### config.mk
export PLATFORM = sky130hd
export DESIGN_NAME = ssi_encoder_emulator_flat
export DESIGN_NICKNAME = d
export VERILOG_FILES = /design/src/rtl/ssi_encoder_emulator_if.sv /design/src/rtl/ssi_encoder_emulator.sv /design/src/flat_wrapper.sv
export SDC_FILE = /design/constraint.sdc
export NUM_CORES = 1
export LEC_CHECK = 0
export CORE_ASPECT_RATIO = 1.75
export CORE_UTILIZATION = 56
export CTS_CLUSTER_DIAMETER = 80
export DETAILED_ROUTE_END_ITERATION = 10
export HOLD_SLACK_MARGIN = 0.03
export PLACE_DENSITY = 0.85
export REMOVE_ABC_BUFFERS = 1
export SLEW_MARGIN = 20
export SYNTH_ARGS = -nofsm -noshare
export SYNTH_HDL_FRONTEND = slang
export SYNTH_SLANG_ARGS = --single-unit
### constraint.sdc
create_clock -name clk_100m -period 7.75 [get_ports clk_100m]
set_input_delay 1.55 -clock clk_100m [delete_from_list [all_inputs] [get_ports clk_100m]]
set_output_delay 1.55 -clock clk_100m [all_outputs]
set_load 0.1 [all_outputs]
### src/rtl/ssi_encoder_emulator_if.sv
// Register-write bus from the SPI slave into the SSI encoder emulator.
interface ssi_encoder_emulator_if;
  logic [31:0] data_mosi;
  logic        data_mosi_rdy;
  logic [15:0] addr;

  modport master (
    output data_mosi,
    output data_mosi_rdy,
    output addr
  );

  modport slave (
    input data_mosi,
    input data_mosi_rdy,
    input addr
  );
endinterface

### src/rtl/ssi_encoder_emulator.sv
// SSI slave emulating the absolute encoder: shifts a 44-bit frame
// {header, position, err, warn, ~crc6} out on ssi_d, clocked by the master's ssi_c.
module ssi_encoder_emulator #(
  parameter logic [15:0] ADDR_EMU_POSITION = 16'h0040,
  parameter logic [15:0] ADDR_EMU_CONTROL  = 16'h0041,
  parameter logic [3:0]  FRAME_HEADER      = 4'b1000,
  parameter int unsigned TIMEOUT_CYCLES    = 200
) (
  input  logic                         clk_100m,
  input  logic                         rst_n_syn,
  ssi_encoder_emulator_if.slave        reg_bus,
  input  logic                         ssi_c,
  output logic                         ssi_d,
  output logic [31:0]                  emu_position_reg,
  output logic [31:0]                  emu_control_reg,
  output logic [15:0]                  frame_cnt,
  output logic [7:0]                   abort_cnt,
  output logic                         busy
);

  localparam int unsigned FRAME_W     = 44;
  localparam int unsigned IDX_W       = 6;
  localparam int unsigned CRC_W       = 6;
  localparam int unsigned MSG_W       = 34;
  localparam int unsigned FRAME_CNT_W = 16;
  localparam int unsigned ABORT_CNT_W = 8;
  localparam int unsigned TIMER_W     = $clog2(TIMEOUT_CYCLES + 1);

  localparam int unsigned CTRL_ENABLE = 0;
  localparam int unsigned CTRL_ERR    = 1;
  localparam int unsigned CTRL_WARN   = 2;
  localparam int unsigned CTRL_INJECT = 3;

  typedef enum logic [1:0] {
    IDLE  = 2'd0,
    SHIFT = 2'd1,
    MONO  = 2'd2
  } state_t;

  // 6-bit CRC, poly x^6+x+1, init 0, message fed MSB first
  function automatic logic [CRC_W-1:0] crc6(input logic [MSG_W-1:0] msg);
    logic [CRC_W-1:0] c;
    logic             fb;
    c = '0;
    for (int i = int'(MSG_W) - 1; i >= 0; i--) begin
      fb = c[5] ^ msg[i];
      c  = {c[4:1], c[0] ^ fb, fb};
    end
    return c;
  endfunction

  logic ssi_meta;
  logic ssi_sync;
  logic ssi_dly;
  logic fall_c;
  logic rise_c;

  logic [TIMER_W-1:0] timer;
  logic               timeout_c;

  logic wr_pos_c;
  logic wr_ctrl_c;
  logic enable_c;
  logic start_c;
  logic abort_c;

  logic [MSG_W-1:0]   msg_c;
  logic [CRC_W-1:0]   crc_tx_c;
  logic [FRAME_W-1:0] frame_c;

  state_t                 state;
  state_t                 state_nxt;
  logic [IDX_W-1:0]       bit_idx;
  logic [IDX_W-1:0]       bit_idx_nxt;
  logic [FRAME_W-1:0]     frame_q;
  logic [FRAME_W-1:0]     frame_nxt;
  logic                   ssi_d_nxt;
  logic                   busy_nxt;
  logic [FRAME_CNT_W-1:0] frame_cnt_nxt;
  logic [ABORT_CNT_W-1:0] abort_cnt_nxt;

  // Two-flop synchroniser for the asynchronous master clock, plus a delay flop for edge detection
  always_ff @(posedge clk_100m or negedge rst_n_syn) begin
    if (!rst_n_syn) begin
      ssi_meta <= 1'b0;
      ssi_sync <= 1'b0;
      ssi_dly  <= 1'b0;
    end else begin
      ssi_meta <= ssi_c;
      ssi_sync <= ssi_meta;
      ssi_dly  <= ssi_sync;
    end
  end

  assign fall_c = ssi_dly & ~ssi_sync;
  assign rise_c = ~ssi_dly & ssi_sync;

  // Monoflop timer: cycles ssi_c has been high since the last falling edge, saturating at the timeout
  always_ff @(posedge clk_100m or negedge rst_n_syn) begin
    if (!rst_n_syn) begin
      timer <= '0;
    end else if (fall_c) begin
      timer <= '0;
    end else if (ssi_sync && !timeout_c) begin
      timer <= timer + TIMER_W'(1);
    end
  end

  assign timeout_c = (timer >= TIMER_W'(TIMEOUT_CYCLES));

  assign wr_pos_c  = reg_bus.data_mosi_rdy && (reg_bus.addr == ADDR_EMU_POSITION);
  assign wr_ctrl_c = reg_bus.data_mosi_rdy && (reg_bus.addr == ADDR_EMU_CONTROL);
  assign enable_c  = emu_control_reg[CTRL_ENABLE];

  // Register file; the one-shot CRC-corruption request clears once a frame has captured it
  always_ff @(posedge clk_100m or negedge rst_n_syn) begin
    if (!rst_n_syn) begin
      emu_position_reg <= '0;
      emu_control_reg  <= '0;
    end else begin
      if (wr_pos_c) begin
        emu_position_reg <= reg_bus.data_mosi;
      end
      if (wr_ctrl_c) begin
        emu_control_reg <= reg_bus.data_mosi;
      end else if (start_c) begin
        emu_control_reg[CTRL_INJECT] <= 1'b0;
      end
    end
  end

  // Frame image built from the live registers; captured only at frame start
  always_comb begin
    msg_c       = {emu_position_reg, emu_control_reg[CTRL_ERR], emu_control_reg[CTRL_WARN]};
    crc_tx_c    = ~crc6(msg_c);
    crc_tx_c[0] = crc_tx_c[0] ^ emu_control_reg[CTRL_INJECT];
    frame_c     = {FRAME_HEADER, msg_c, crc_tx_c};
  end

  // Frame state register and line/counter outputs
  always_ff @(posedge clk_100m or negedge rst_n_syn) begin
    if (!rst_n_syn) begin
      state     <= IDLE;
      bit_idx   <= '0;
      frame_q   <= '0;
      ssi_d     <= 1'b1;
      busy      <= 1'b0;
      frame_cnt <= '0;
      abort_cnt <= '0;
    end else begin
      state     <= state_nxt;
      bit_idx   <= bit_idx_nxt;
      frame_q   <= frame_nxt;
      ssi_d     <= ssi_d_nxt;
      busy      <= busy_nxt;
      frame_cnt <= frame_cnt_nxt;
      abort_cnt <= abort_cnt_nxt;
    end
  end

  // Next-state logic: start on falling edge, shift on rising edges, hold low until the monoflop expires
  always_comb begin
    state_nxt     = state;
    bit_idx_nxt   = bit_idx;
    frame_nxt     = frame_q;
    ssi_d_nxt     = ssi_d;
    busy_nxt      = busy;
    frame_cnt_nxt = frame_cnt;
    abort_cnt_nxt = abort_cnt;
    start_c       = 1'b0;
    abort_c       = 1'b0;

    case (state)
      IDLE: begin
        ssi_d_nxt = 1'b1;
        busy_nxt  = 1'b0;
        if (fall_c && enable_c) begin
          start_c     = 1'b1;
          frame_nxt   = frame_c;
          bit_idx_nxt = IDX_W'(FRAME_W);
          busy_nxt    = 1'b1;
          state_nxt   = SHIFT;
        end
      end

      SHIFT: begin
        if (!enable_c || timeout_c) begin
          abort_c = 1'b1;
        end else if (rise_c) begin
          if (bit_idx == '0) begin
            // Rising edge after bit 0 was sampled: frame delivered, enter monoflop
            ssi_d_nxt = 1'b0;
            state_nxt = MONO;
          end else begin
            ssi_d_nxt   = frame_q[bit_idx - IDX_W'(1)];
            bit_idx_nxt = bit_idx - IDX_W'(1);
          end
        end
      end

      MONO: begin
        ssi_d_nxt = 1'b0;
        if (!enable_c) begin
          abort_c = 1'b1;
        end else if (timeout_c) begin
          ssi_d_nxt     = 1'b1;
          busy_nxt      = 1'b0;
          frame_cnt_nxt = frame_cnt + FRAME_CNT_W'(1);
          state_nxt     = IDLE;
        end
      end

      default: begin
        state_nxt = IDLE;
      end
    endcase

    if (abort_c) begin
      ssi_d_nxt = 1'b1;
      busy_nxt  = 1'b0;
      state_nxt = IDLE;
      if (abort_cnt != '1) begin
        abort_cnt_nxt = abort_cnt + ABORT_CNT_W'(1);
      end
    end
  end

endmodule

### src/flat_wrapper.sv
// flat-port wrapper written by rule: the top's interface ports become plain ports
module ssi_encoder_emulator_flat 
#(
  parameter logic [15:0] ADDR_EMU_POSITION = 16'h0040,
  parameter logic [15:0] ADDR_EMU_CONTROL  = 16'h0041,
  parameter logic [3:0]  FRAME_HEADER      = 4'b1000,
  parameter int unsigned TIMEOUT_CYCLES    = 200
)
  (clk_100m, rst_n_syn, ssi_c, ssi_d, emu_position_reg, emu_control_reg, frame_cnt, abort_cnt, busy, reg_bus_data_mosi, reg_bus_data_mosi_rdy, reg_bus_addr);
  ssi_encoder_emulator_if reg_bus_i ();
  input  logic clk_100m;
  input  logic rst_n_syn;
  input  logic ssi_c;
  output logic ssi_d;
  output logic [31:0] emu_position_reg;
  output logic [31:0] emu_control_reg;
  output logic [15:0] frame_cnt;
  output logic [7:0] abort_cnt;
  output logic busy;
  input wire logic [$bits(reg_bus_i.data_mosi)-1:0] reg_bus_data_mosi;
  input wire logic [$bits(reg_bus_i.data_mosi_rdy)-1:0] reg_bus_data_mosi_rdy;
  input wire logic [$bits(reg_bus_i.addr)-1:0] reg_bus_addr;
  assign reg_bus_i.data_mosi = reg_bus_data_mosi;
  assign reg_bus_i.data_mosi_rdy = reg_bus_data_mosi_rdy;
  assign reg_bus_i.addr = reg_bus_addr;
  ssi_encoder_emulator #(.ADDR_EMU_POSITION(ADDR_EMU_POSITION), .ADDR_EMU_CONTROL(ADDR_EMU_CONTROL), .FRAME_HEADER(FRAME_HEADER), .TIMEOUT_CYCLES(TIMEOUT_CYCLES)) u_core (.clk_100m(clk_100m), .rst_n_syn(rst_n_syn), .reg_bus(reg_bus_i), .ssi_c(ssi_c), .ssi_d(ssi_d), .emu_position_reg(emu_position_reg), .emu_control_reg(emu_control_reg), .frame_cnt(frame_cnt), .abort_cnt(abort_cnt), .busy(busy));
endmodule
**Word level (Yosys, flattened, before mapping)**

Index checks and enable logic that the tools add are counted.

- Register bits after elaboration: 150
- Input port bits: 52
- Output and inout port bits: 90

- Add/sub/neg operators: 4
- Magnitude comparators: 2
- Equal/unequal tests: 15
- Muxes and demuxes: 35
- Bitwise logic cells: 68
- Reductions and logical operators: 21

Operators with widths:

| kind | count |
|---|---|
| $xor A1 B1 Y1 | 63 |
| $eq A16 B7 Y1 const B | 2 |
| $mux W6 | 4 |
| $add A16 B1 Y16 const B | 1 |
| $add A8 B1 Y8 const B | 2 |
| $mux W1 | 16 |
| $mux W8 | 2 |
| $ne A3 B1 Y1 const B | 5 |
| $mux W2 | 7 |
| $pmux W6 S2 | 1 |
| $reduce_and A3 Y1 | 3 |
| $ge A8 B8 Y1 const B | 1 |
| $ne A8 B8 Y1 const B | 1 |
| $lt A6 B7 Y1 const B | 1 |
| $bmux W1 S6 | 1 |
| $logic_not A6 Y1 | 1 |
| $not A6 Y6 | 1 |
| $pmux W2 S3 | 1 |
| $reduce_and A6 Y1 | 1 |
| $reduce_bool A2 Y1 | 3 |
| $sub A6 B1 Y6 const B | 1 |
| $reduce_and A5 Y1 | 1 |
| $logic_and A1 B1 Y1 | 4 |
| $ne A2 B1 Y1 const B | 2 |
| other kinds (14) | 20 |

**Logic depth before layout (Yosys ltp)**

Gate-level depths: netlist (run 1).

- Depth in word-level cells: 15
- Depth in mapped cells: 12
- Depth with buffers taken out: 9

**Least setup slack after synthesis (run 1)**

Ideal clock, no wire load.

- Kind: input port to flip-flop
- Start point: input port reg_bus_addr[5]
- End point: register u_core.emu_position_reg[26]
- Library setup time: 126 ps
- Arrival time: 2920 ps
- Path slack: 4705 ps
- Cell stages on the path: 5
- Buffers on the path: 1
- Cells stage by stage: nor4b_1 > nand4_1 > nor2_1 > clkbuf_1 > mux2_2

- Longest elaborated chain between the ends: 2

RTL lines:

| what | line | text |
|---|---|---|
| from (decl) | flat_wrapper.sv:22 | `input wire logic [$bits(reg_bus_i.addr)-1:0] reg_bus_addr;` |
| $eq A16 B7 Y1 | ssi_encoder_emulator.sv:111 | `assign wr_pos_c = reg_bus.data_mosi_rdy && (reg_bus.addr == ADDR_EMU_POSITION);` |
| $logic_and A1 B1 Y1 | ssi_encoder_emulator.sv:111 |  |
| to (signal assigned) | ssi_encoder_emulator.sv:122 | `emu_position_reg <= reg_bus.data_mosi;` |
| to (decl) | ssi_encoder_emulator.sv:14 | `output logic [31:0] emu_position_reg,` |

Every way passes these cells.
A chain may end at the register's enable or synchronous reset.

**Worst setup path after layout (run 1)**

- Start point: register u_core.emu_control_reg[2]
- End point: output port emu_control_reg[2]

RTL lines:

| what | line | text |
|---|---|---|
| from (decl) | ssi_encoder_emulator.sv:15 | `output logic [31:0] emu_control_reg,` |
| from (signal assigned) | ssi_encoder_emulator.sv:125 | `emu_control_reg <= reg_bus.data_mosi;` |
| to (decl) | flat_wrapper.sv:16 | `output logic [31:0] emu_control_reg;` |

No word-level cell between the ends.

==> impl_metrics.prom, run 1 <==
# TYPE chip_impl_metric gauge
chip_impl_info{name="outcome",value="complete, no violations"} 1
chip_impl_metric{name="area_growth",unit="%"} 29.7
chip_impl_metric{name="io_buffers",unit=""} 141
chip_impl_metric{name="first_global_vias",unit=""} 5517
chip_impl_metric{name="post_cts_hold_buffer_count",unit=""} 0
chip_impl_metric{name="finalCritPeriodShare",unit="%"} 47.7
chip_impl_metric{name="fin_area",unit="mm2"} 0.00946
chip_impl_info{name="rr_startpoint",value="u_core.bit_idx[0]"} 1
chip_impl_metric{name="weighted_congestion_reported_at_the_end_of_routability_driven_placement",unit=""} 0.817
chip_impl_metric{name="finalWirelength",unit="mm"} 16.7
chip_impl_metric{name="fillerInstances",unit=""} 817
chip_impl_metric{name="simple_gate_share_of_the_synthesized_area",unit="%"} 7.60
chip_impl_info{name="setup.worst_path.class",value="reg -> out"} 1
chip_impl_metric{name="share_clk_of_total_power",unit="%"} 37.1
chip_impl_metric{name="drt-wirelength-per-cell",unit="um"} 19.1
chip_impl_info{name="yosys.cell_count.top_type",value="dfrtp_1"} 1
chip_impl_metric{name="seq_area_frac_synth",unit="%"} 51.5
chip_impl_metric{name="postRouteAntennaNets",unit=""} 0
chip_impl_metric{name="wire_length_of_the_first_global_routing_pass",unit="mm"} 27.4
chip_impl_info{name="top_cells_by_area_in_the_synthesized_netlist",value="dfrtp_1 (51%), mux2_2 (15%), xnor2_1 (4.9%), mux4_2 (3.1%), xnor3_1 (2.8%)"} 1
chip_impl_metric{name="p_sw",unit="uW"} 703
chip_impl_metric{name="clk_pin_slew_worst_paths",unit="ns"} 0.06
chip_impl_info{name="critical-path-slowest-cell",value="clkdlybuf4s50_1"} 1
chip_impl_metric{name="yosys_register_bits",unit=""} 150
chip_impl_metric{name="worstPathMaxFanout",unit=""} 10
chip_impl_metric{name="vias",unit=""} 4972
chip_impl_metric{name="slew_viol_final",unit=""} 0
chip_impl_metric{name="antenna_cells_inserted",unit=""} 0
chip_impl_metric{name="detailedPlace.worstSlack",unit="ns"} 3.93
chip_impl_metric{name="achievable-frequency",unit="MHz"} 271
chip_impl_metric{name="clock_latency",unit="ns"} 0.42
chip_impl_metric{name="seq_area",unit="mm2"} 0.00375
chip_impl_metric{name="sequentialPowerShare",unit="%"} 40.9
chip_impl_metric{name="ys.warnings.count",unit=""} 0
chip_impl_info{name="tritoncts",value="yes"} 1
chip_impl_metric{name="final.setup.worst_slack",unit="ns"} 4.05
chip_impl_metric{name="final.hold.worst_slack",unit="ns"} 0.354
chip_impl_metric{name="synthArstFlopShare",unit="%"} 100
chip_impl_metric{name="critPathBufInv",unit=""} 1
chip_impl_metric{name="sw_frac_of_total",unit="%"} 32.7
chip_impl_metric{name="layout.nets",unit=""} 757
chip_impl_metric{name="critical-path-max-stage-delay",unit="ns"} 1.20
chip_impl_metric{name="setup_total_negative_slack",unit="ns"} 0
chip_impl_metric{name="fraction_of_post_synthesis_cell_area_in_the_top_cell_type_by_area",unit="%"} 51.1
chip_impl_metric{name="vias_per_instance",unit=""} 5.68
chip_impl_metric{name="core-area",unit="mm2"} 0.0126
chip_impl_metric{name="rrSetupSlack",unit="ns"} 4.18
chip_impl_metric{name="setup_viol",unit=""} 0
chip_impl_metric{name="powerDensity",unit="mW/mm2"} 227
chip_impl_info{name="cp-start-kind",value="flip-flop"} 1
chip_impl_metric{name="hold_viol",unit=""} 0
chip_impl_metric{name="synth.cell_area",unit="mm2"} 0.00729
chip_impl_metric{name="cts_buffers",unit=""} 17
chip_impl_metric{name="post-place-cells",unit=""} 843
chip_impl_metric{name="die_ar",unit="mm2"} 0.0135
chip_impl_metric{name="synth_edf_count",unit=""} 0
chip_impl_metric{name="postCtsSetupBuffers",unit=""} 0
chip_impl_info{name="critPathLaunch",value="u_core.emu_control_reg[2]"} 1
chip_impl_metric{name="post_synth_xor_area_fraction",unit="%"} 13.9
chip_impl_info{name="reg2reg_to",value="u_core.ssi_d"} 1
chip_impl_metric{name="maxCapViolCount",unit=""} 0
chip_impl_metric{name="detailed_place.area",unit="mm2"} 0.00888
chip_impl_metric{name="drt_drc_violations_left",unit=""} 0
chip_impl_info{name="cp_cell_sequence",value="clkdlybuf4s50_1"} 1
chip_impl_info{name="main_combinational_cell_family_by_area_after_synthesis",value="multiplexers"} 1
chip_impl_metric{name="detailedRoute.firstPassIterationCount",unit=""} 4
chip_impl_metric{name="die_x",unit="um"} 88.3
chip_impl_metric{name="ir_worst_vdd",unit="uV"} 142
chip_impl_metric{name="grt.overflow.total",unit=""} 0
chip_impl_metric{name="first_iter_violations",unit=""} 243
chip_impl_metric{name="ff2ff_path_depth",unit=""} 9
chip_impl_metric{name="clock_skew_after_layout",unit="ns"} 0.0164
chip_impl_metric{name="syn-instance-count",unit=""} 547
chip_impl_metric{name="antenna_violations_before_repair",unit=""} 0
chip_impl_metric{name="synth_mux_area_share",unit="%"} 19.1
chip_impl_metric{name="worst-slew-pin-transition",unit="ns"} 1.02
chip_impl_metric{name="die-height",unit="um"} 153
chip_impl_metric{name="ctsHtreeMaxLevel",unit=""} 4
chip_impl_metric{name="row_count",unit=""} 54
chip_impl_info{name="critical_path_s_top_delay_family",value="buffers and inverters"} 1
chip_impl_info{name="synth_area_leader_cell",value="dfrtp_1"} 1
chip_impl_metric{name="hold_path_depth",unit=""} 0
chip_impl_info{name="setup_repair_after_global_routing_missed_its_margin",value="no"} 1
chip_impl_metric{name="dpl.hpwl",unit="mm"} 11.6
chip_impl_info{name="worstHoldPathType",value="reg -> reg"} 1
chip_impl_metric{name="multi_input_area",unit="mm2"} 0.00343
chip_impl_info{name="crit_path_end_kind",value="output pin"} 1
chip_impl_metric{name="cp_data_arrival_time",unit="ns"} 2.15
chip_impl_metric{name="gr-usage-all-layers",unit="%"} 26.7
chip_impl_metric{name="leakage",unit="uW"} 0.00436
chip_impl_metric{name="grt_max_degree",unit=""} 81
chip_impl_metric{name="worst_ep_required_time",unit="ns"} 6.20
chip_impl_metric{name="ctsResizeCount",unit=""} 0
chip_impl_metric{name="clock_sink_count",unit=""} 150
chip_impl_metric{name="initial_util",unit="%"} 58.0
chip_impl_metric{name="clk_path_buf_depth",unit=""} 2
chip_impl_metric{name="yosysUniqueCellTypes",unit=""} 51
chip_impl_metric{name="largest_register_ffs",unit=""} 41
chip_impl_metric{name="post_route_cells_drive_above_1_share",unit="%"} 23.6
chip_impl_metric{name="synth_compound_area_share",unit="%"} 4.44
chip_impl_metric{name="synth-adder-area-share",unit="%"} 1.89
chip_impl_metric{name="num_ports",unit=""} 142
chip_impl_info{name="worst_hold_startpoint",value="u_core.ssi_meta"} 1
chip_impl_metric{name="layout_min_cycle_time",unit="ns"} 3.70
chip_impl_info{name="holdPathEnd",value="u_core.ssi_sync"} 1
chip_impl_info{name="cts-root-buf",value="clkbuf_16"} 1
chip_impl_metric{name="power.share.combinational",unit="%"} 22.0
chip_impl_info{name="synthTopCellsByCount",value="dfrtp_1 (149), mux2_2 (100), xnor2_1 (41), nand2_1 (31)"} 1
chip_impl_metric{name="p_int",unit="uW"} 1450
chip_impl_metric{name="timing.slew.headroom",unit="%"} 31.7
chip_impl_metric{name="synth_area_per_cell",unit="um2"} 13.3
chip_impl_metric{name="final_cells",unit=""} 875
chip_impl_info{name="dominantRegCellSynth",value="dfrtp_1"} 1
## layer usage
layer  up-vias  global-route usage [%]  share of wire [%]
li1       2234                       -                  -
met4         0                    12.4                3.2
met3        37                    4.91                3.8
met1      2538                    29.2                 36
met2       163                    48.4                 57
met5         -                       0                  0
## final cells by class
| type | count | area share (%) |
|---|---|---|
| Inverter | 13 | 0.516 |
| Clock inverter | 14 | 1.48 |
| Multi-Input combinational cell | 368 | 36.3 |
| Sequential cell | 150 | 39.7 |
| Tap cell | 168 | 2.22 |
| Clock buffer | 18 | 4.54 |
| Timing Repair Buffer | 144 | 15.2 |
## cells by family after synthesis
kind of cell	count (synthesis)
flops	150
mux	114
simple gates	108
xor+xnor	82
compound gates	53
buf+inv	29
fa+ha+maj	11
## worst max-delay path by stage
stage / slack (ns) / end / cells after the start
final: 4.05 / emu_control_reg[2] / 1
after detailed placement: 3.93 / u_core.emu_position_reg[25] / 5
after CTS: 4.03 / emu_position_reg[30] / 1
after global placement: 4.03 / u_core.emu_position_reg[4] / 5
after global routing: 3.87 / u_core.ssi_d / 9
after floorplan: 3.87 / u_core.emu_position_reg[26] / 4
## power by group through the flow
stage	combinational [uW]	sequential (uW)	clock, uW
final	472	879	798
after global routing	504	887	842
after CTS	470	880	811
after detailed placement	465	894	0
after global placement	448	890	0
after floorplan	235	972	0
## per-stage QoR
step	utilization, %	total power (uW)
after detailed placement	70.7	1360
final	75.2	2150
after floorplan	-	1210
after CTS	75.2	2160
after global routing	75.2	2230
after global placement	70.7	1340
## cells in the final DEF (no fill, tap or decap), drive strengths merged, types with 2 or more instances in the layout
cell           count
nand4              5
o31ai              2
and4               2
clkdlybuf4s50    140
or2                2
nor2              16
a31oi              6
o21ai             22
a21boi             2
and3              10
nor3               6
clkinvlp           5
nor4b              3
mux2             100
clkbuf            18
nor4               3
nand3             13
xnor2             52
nor2b              4
a2111oi            2
buf                4
a21oi              9
nand2b             8
or3                4
xor2              18
ha                11
xnor3             12
mux2i              4
nand2             31
inv               20
mux4              10
dfrtp            149
Note: power is estimated with default switching activity, not from simulation.
==> run 2, diff against run 1 <==
--- a/config.mk
+++ b/config.mk
@@ -6,11 +6,11 @@
 export NUM_CORES = 1
 export LEC_CHECK = 0
 export CORE_ASPECT_RATIO = 1.75
-export CORE_UTILIZATION = 56
+export CORE_UTILIZATION = 52
 export CTS_CLUSTER_DIAMETER = 80
 export DETAILED_ROUTE_END_ITERATION = 10
 export HOLD_SLACK_MARGIN = 0.03
-export PLACE_DENSITY = 0.85
+export PLACE_DENSITY = 0.8
 export REMOVE_ABC_BUFFERS = 1
 export SLEW_MARGIN = 20
 export SYNTH_ARGS = -nofsm -noshare
==> constraint.sdc (replaced) <==
create_clock -name clk_100m -period 3.8 [get_ports clk_100m]
set_input_delay 0.76 -clock clk_100m [delete_from_list [all_inputs] [get_ports clk_100m]]
set_output_delay 0.76 -clock clk_100m [all_outputs]
set_load 0.1 [all_outputs]
==> impl_metrics.prom, run 2 (synthesis gave the netlist of run 1 again) <==
# TYPE chip_impl_metric gauge
chip_impl_metric{name="ctsHtreeMaxLevel",unit=""} 4
chip_impl_metric{name="timing.slew.headroom",unit="%"} 33.3
chip_impl_metric{name="postRouteAntennaNets",unit=""} 0
chip_impl_metric{name="hold_viol",unit=""} 0
chip_impl_metric{name="worst-slew-pin-transition",unit="ns"} 0.997
chip_impl_info{name="worstHoldPathType",value="reg -> reg"} 1
chip_impl_metric{name="antenna_violations_before_repair",unit=""} 0
chip_impl_info{name="crit_path_end_kind",value="output pin"} 1
chip_impl_metric{name="num_ports",unit=""} 142
chip_impl_metric{name="layout.nets",unit=""} 761
chip_impl_metric{name="gr-usage-all-layers",unit="%"} 23.9
chip_impl_metric{name="grt.overflow.total",unit=""} 0
chip_impl_metric{name="worst_ep_required_time",unit="ns"} 3.04
chip_impl_metric{name="cts_buffers",unit=""} 17
chip_impl_metric{name="die_ar",unit="mm2"} 0.0145
chip_impl_metric{name="wire_length_of_the_first_global_routing_pass",unit="mm"} 26.3
chip_impl_metric{name="largest_register_ffs",unit=""} 41
chip_impl_info{name="critical-path-slowest-cell",value="clkdlybuf4s50_1"} 1
chip_impl_info{name="cp_cell_sequence",value="clkdlybuf4s50_1"} 1
chip_impl_metric{name="core-area",unit="mm2"} 0.0135
chip_impl_metric{name="clock_skew_after_layout",unit="ns"} 0.00912
chip_impl_info{name="worst_hold_startpoint",value="u_core.ssi_meta"} 1
chip_impl_info{name="final_cell_mix",value="dfrtp_1 (149), clkdlybuf4s50_1 (137), mux2_2 (100)"} 1
chip_impl_metric{name="drt_drc_violations_left",unit=""} 0
chip_impl_info{name="outcome",value="complete, no violations"} 1
chip_impl_info{name="tritoncts",value="yes"} 1
chip_impl_metric{name="finalWirelength",unit="mm"} 16.4
chip_impl_info{name="rr_startpoint",value="u_core.bit_idx[1]"} 1
chip_impl_metric{name="post_cts_hold_buffer_count",unit=""} 0
chip_impl_metric{name="leakage",unit="uW"} 0.00442
chip_impl_metric{name="antenna_cells_inserted",unit=""} 0
chip_impl_info{name="setup_repair_after_global_routing_missed_its_margin",value="no"} 1
chip_impl_metric{name="weighted_congestion_reported_at_the_end_of_routability_driven_placement",unit=""} 0.862
chip_impl_metric{name="io_buffers",unit=""} 141
chip_impl_metric{name="fin_total_pwr",unit="uW"} 4470
chip_impl_metric{name="detailed_place.area",unit="mm2"} 0.00891
chip_impl_metric{name="setup_total_negative_slack",unit="ns"} 0
chip_impl_metric{name="maxCapViolCount",unit=""} 0
chip_impl_metric{name="row_count",unit=""} 56
chip_impl_metric{name="powerDensity",unit="mW/mm2"} 469
chip_impl_metric{name="slew_viol_final",unit=""} 0
chip_impl_metric{name="setup_viol",unit=""} 0
chip_impl_info{name="setup.worst_path.class",value="reg -> out"} 1
chip_impl_metric{name="finalCritPeriodShare",unit="%"} 76.2
chip_impl_metric{name="critical-path-max-stage-delay",unit="ns"} 1.20
chip_impl_metric{name="initial_util",unit="%"} 53.9
chip_impl_metric{name="vias",unit=""} 4956
chip_impl_metric{name="clk_pin_slew_worst_paths",unit="ns"} 0.06
chip_impl_metric{name="critPathBufInv",unit=""} 1
chip_impl_info{name="cp-start-kind",value="flip-flop"} 1
chip_impl_metric{name="die_x",unit="um"} 91.5
chip_impl_metric{name="final.setup.worst_slack",unit="ns"} 0.905
chip_impl_metric{name="cp_data_arrival_time",unit="ns"} 2.13
chip_impl_metric{name="detailedPlace.worstSlack",unit="ns"} 0.999
chip_impl_metric{name="postCtsSetupBuffers",unit=""} 0
chip_impl_metric{name="dpl.hpwl",unit="mm"} 11.7
chip_impl_metric{name="clock_sink_count",unit=""} 150
chip_impl_metric{name="layout_min_cycle_time",unit="ns"} 2.89
chip_impl_metric{name="fin_area",unit="mm2"} 0.00953
chip_impl_info{name="cts-root-buf",value="clkbuf_16"} 1
chip_impl_metric{name="die-height",unit="um"} 159
chip_impl_metric{name="post_route_cells_drive_above_1_share",unit="%"} 24.6
chip_impl_metric{name="grt_max_degree",unit=""} 93
chip_impl_metric{name="detailedRoute.firstPassIterationCount",unit=""} 4
chip_impl_metric{name="drt-wirelength-per-cell",unit="um"} 18.5
chip_impl_metric{name="vias_per_instance",unit=""} 5.60
chip_impl_metric{name="first_global_vias",unit=""} 5317
chip_impl_info{name="critPathLaunch",value="u_core.emu_position_reg[31]"} 1
chip_impl_metric{name="first_iter_violations",unit=""} 210
chip_impl_metric{name="ir_worst_vdd",unit="uV"} 294
chip_impl_metric{name="clk_path_buf_depth",unit=""} 2
chip_impl_metric{name="achievable-frequency",unit="MHz"} 345
chip_impl_metric{name="ctsResizeCount",unit=""} 0
chip_impl_info{name="critical_path_s_top_delay_family",value="buffers and inverters"} 1
chip_impl_metric{name="worstPathMaxFanout",unit=""} 5
chip_impl_metric{name="area_growth",unit="%"} 30.7
chip_impl_info{name="mostFrequentLayoutCell",value="dfrtp_1"} 1
chip_impl_metric{name="clock_latency",unit="ns"} 0.42
==> run 2: cell count changes in the layout (fill, tap and decap cells not counted), sizes merged, moves of 2 or more <==
cell and delta:
clkinv +2, clkinvlp -3, clkdlybuf4s50 -3, buf +7
==> run 2: power by group <==
group | internal (uW) | total, uW | switching [uW]
Clock | 1020 | 1730 | 701
Sequential | 1680 | 1760 | 82.5
Combinational | 361 | 989 | 628
==> run 2: layer usage <==
layer | GRT usage [%] | share of wire (%) | vias up
li1 | - | - | 2245
met1 | 24.5 | 36 | 2523
met2 | 45.7 | 57 | 156
met3 | 4.78 | 4.1 | 32
met4 | 11.9 | 3.1 | 0
met5 | 0 | 0 | -
==> run 2: area by class of cell <==
cell class | instances | area, um2
fill | 907 | 4000
timing repair buffer | 148 | 1460
clock buffer | 19 | 453
clock inverter | 13 | 161
multi-input combinational | 368 | 3430
tap | 174 | 218
sequential | 150 | 3750
inverter | 13 | 48.8
==> run 2: metrics by stage <==
step / hold WS (ns) / cells / util [%]
6_report: 0.348 / 885 / 70.5
5_1_grt: 0.357 / 885 / 70.5
4_1_cts: 0.352 / 885 / 70.5
3_5_place_dp: 0.338 / 853 / 65.9
3_3_place_gp: 0.337 / 853 / 65.9
2_1_floorplan: 0.331 / 531 / -
==> run 2: final timing paths <==
path	slack (ns)	to	cells past startpoint
worst min register to register	0.35	u_core.ssi_sync	0
worst max register to register	1.08	u_core.ssi_d	9
min in group asynchronous	0.40	u_core.frame_cnt[12]	1
worst max-delay path	0.91	emu_position_reg[31]	1
worst min-delay path	0.35	u_core.ssi_sync	0
max in group asynchronous	2.54	u_core.frame_q[25]	2
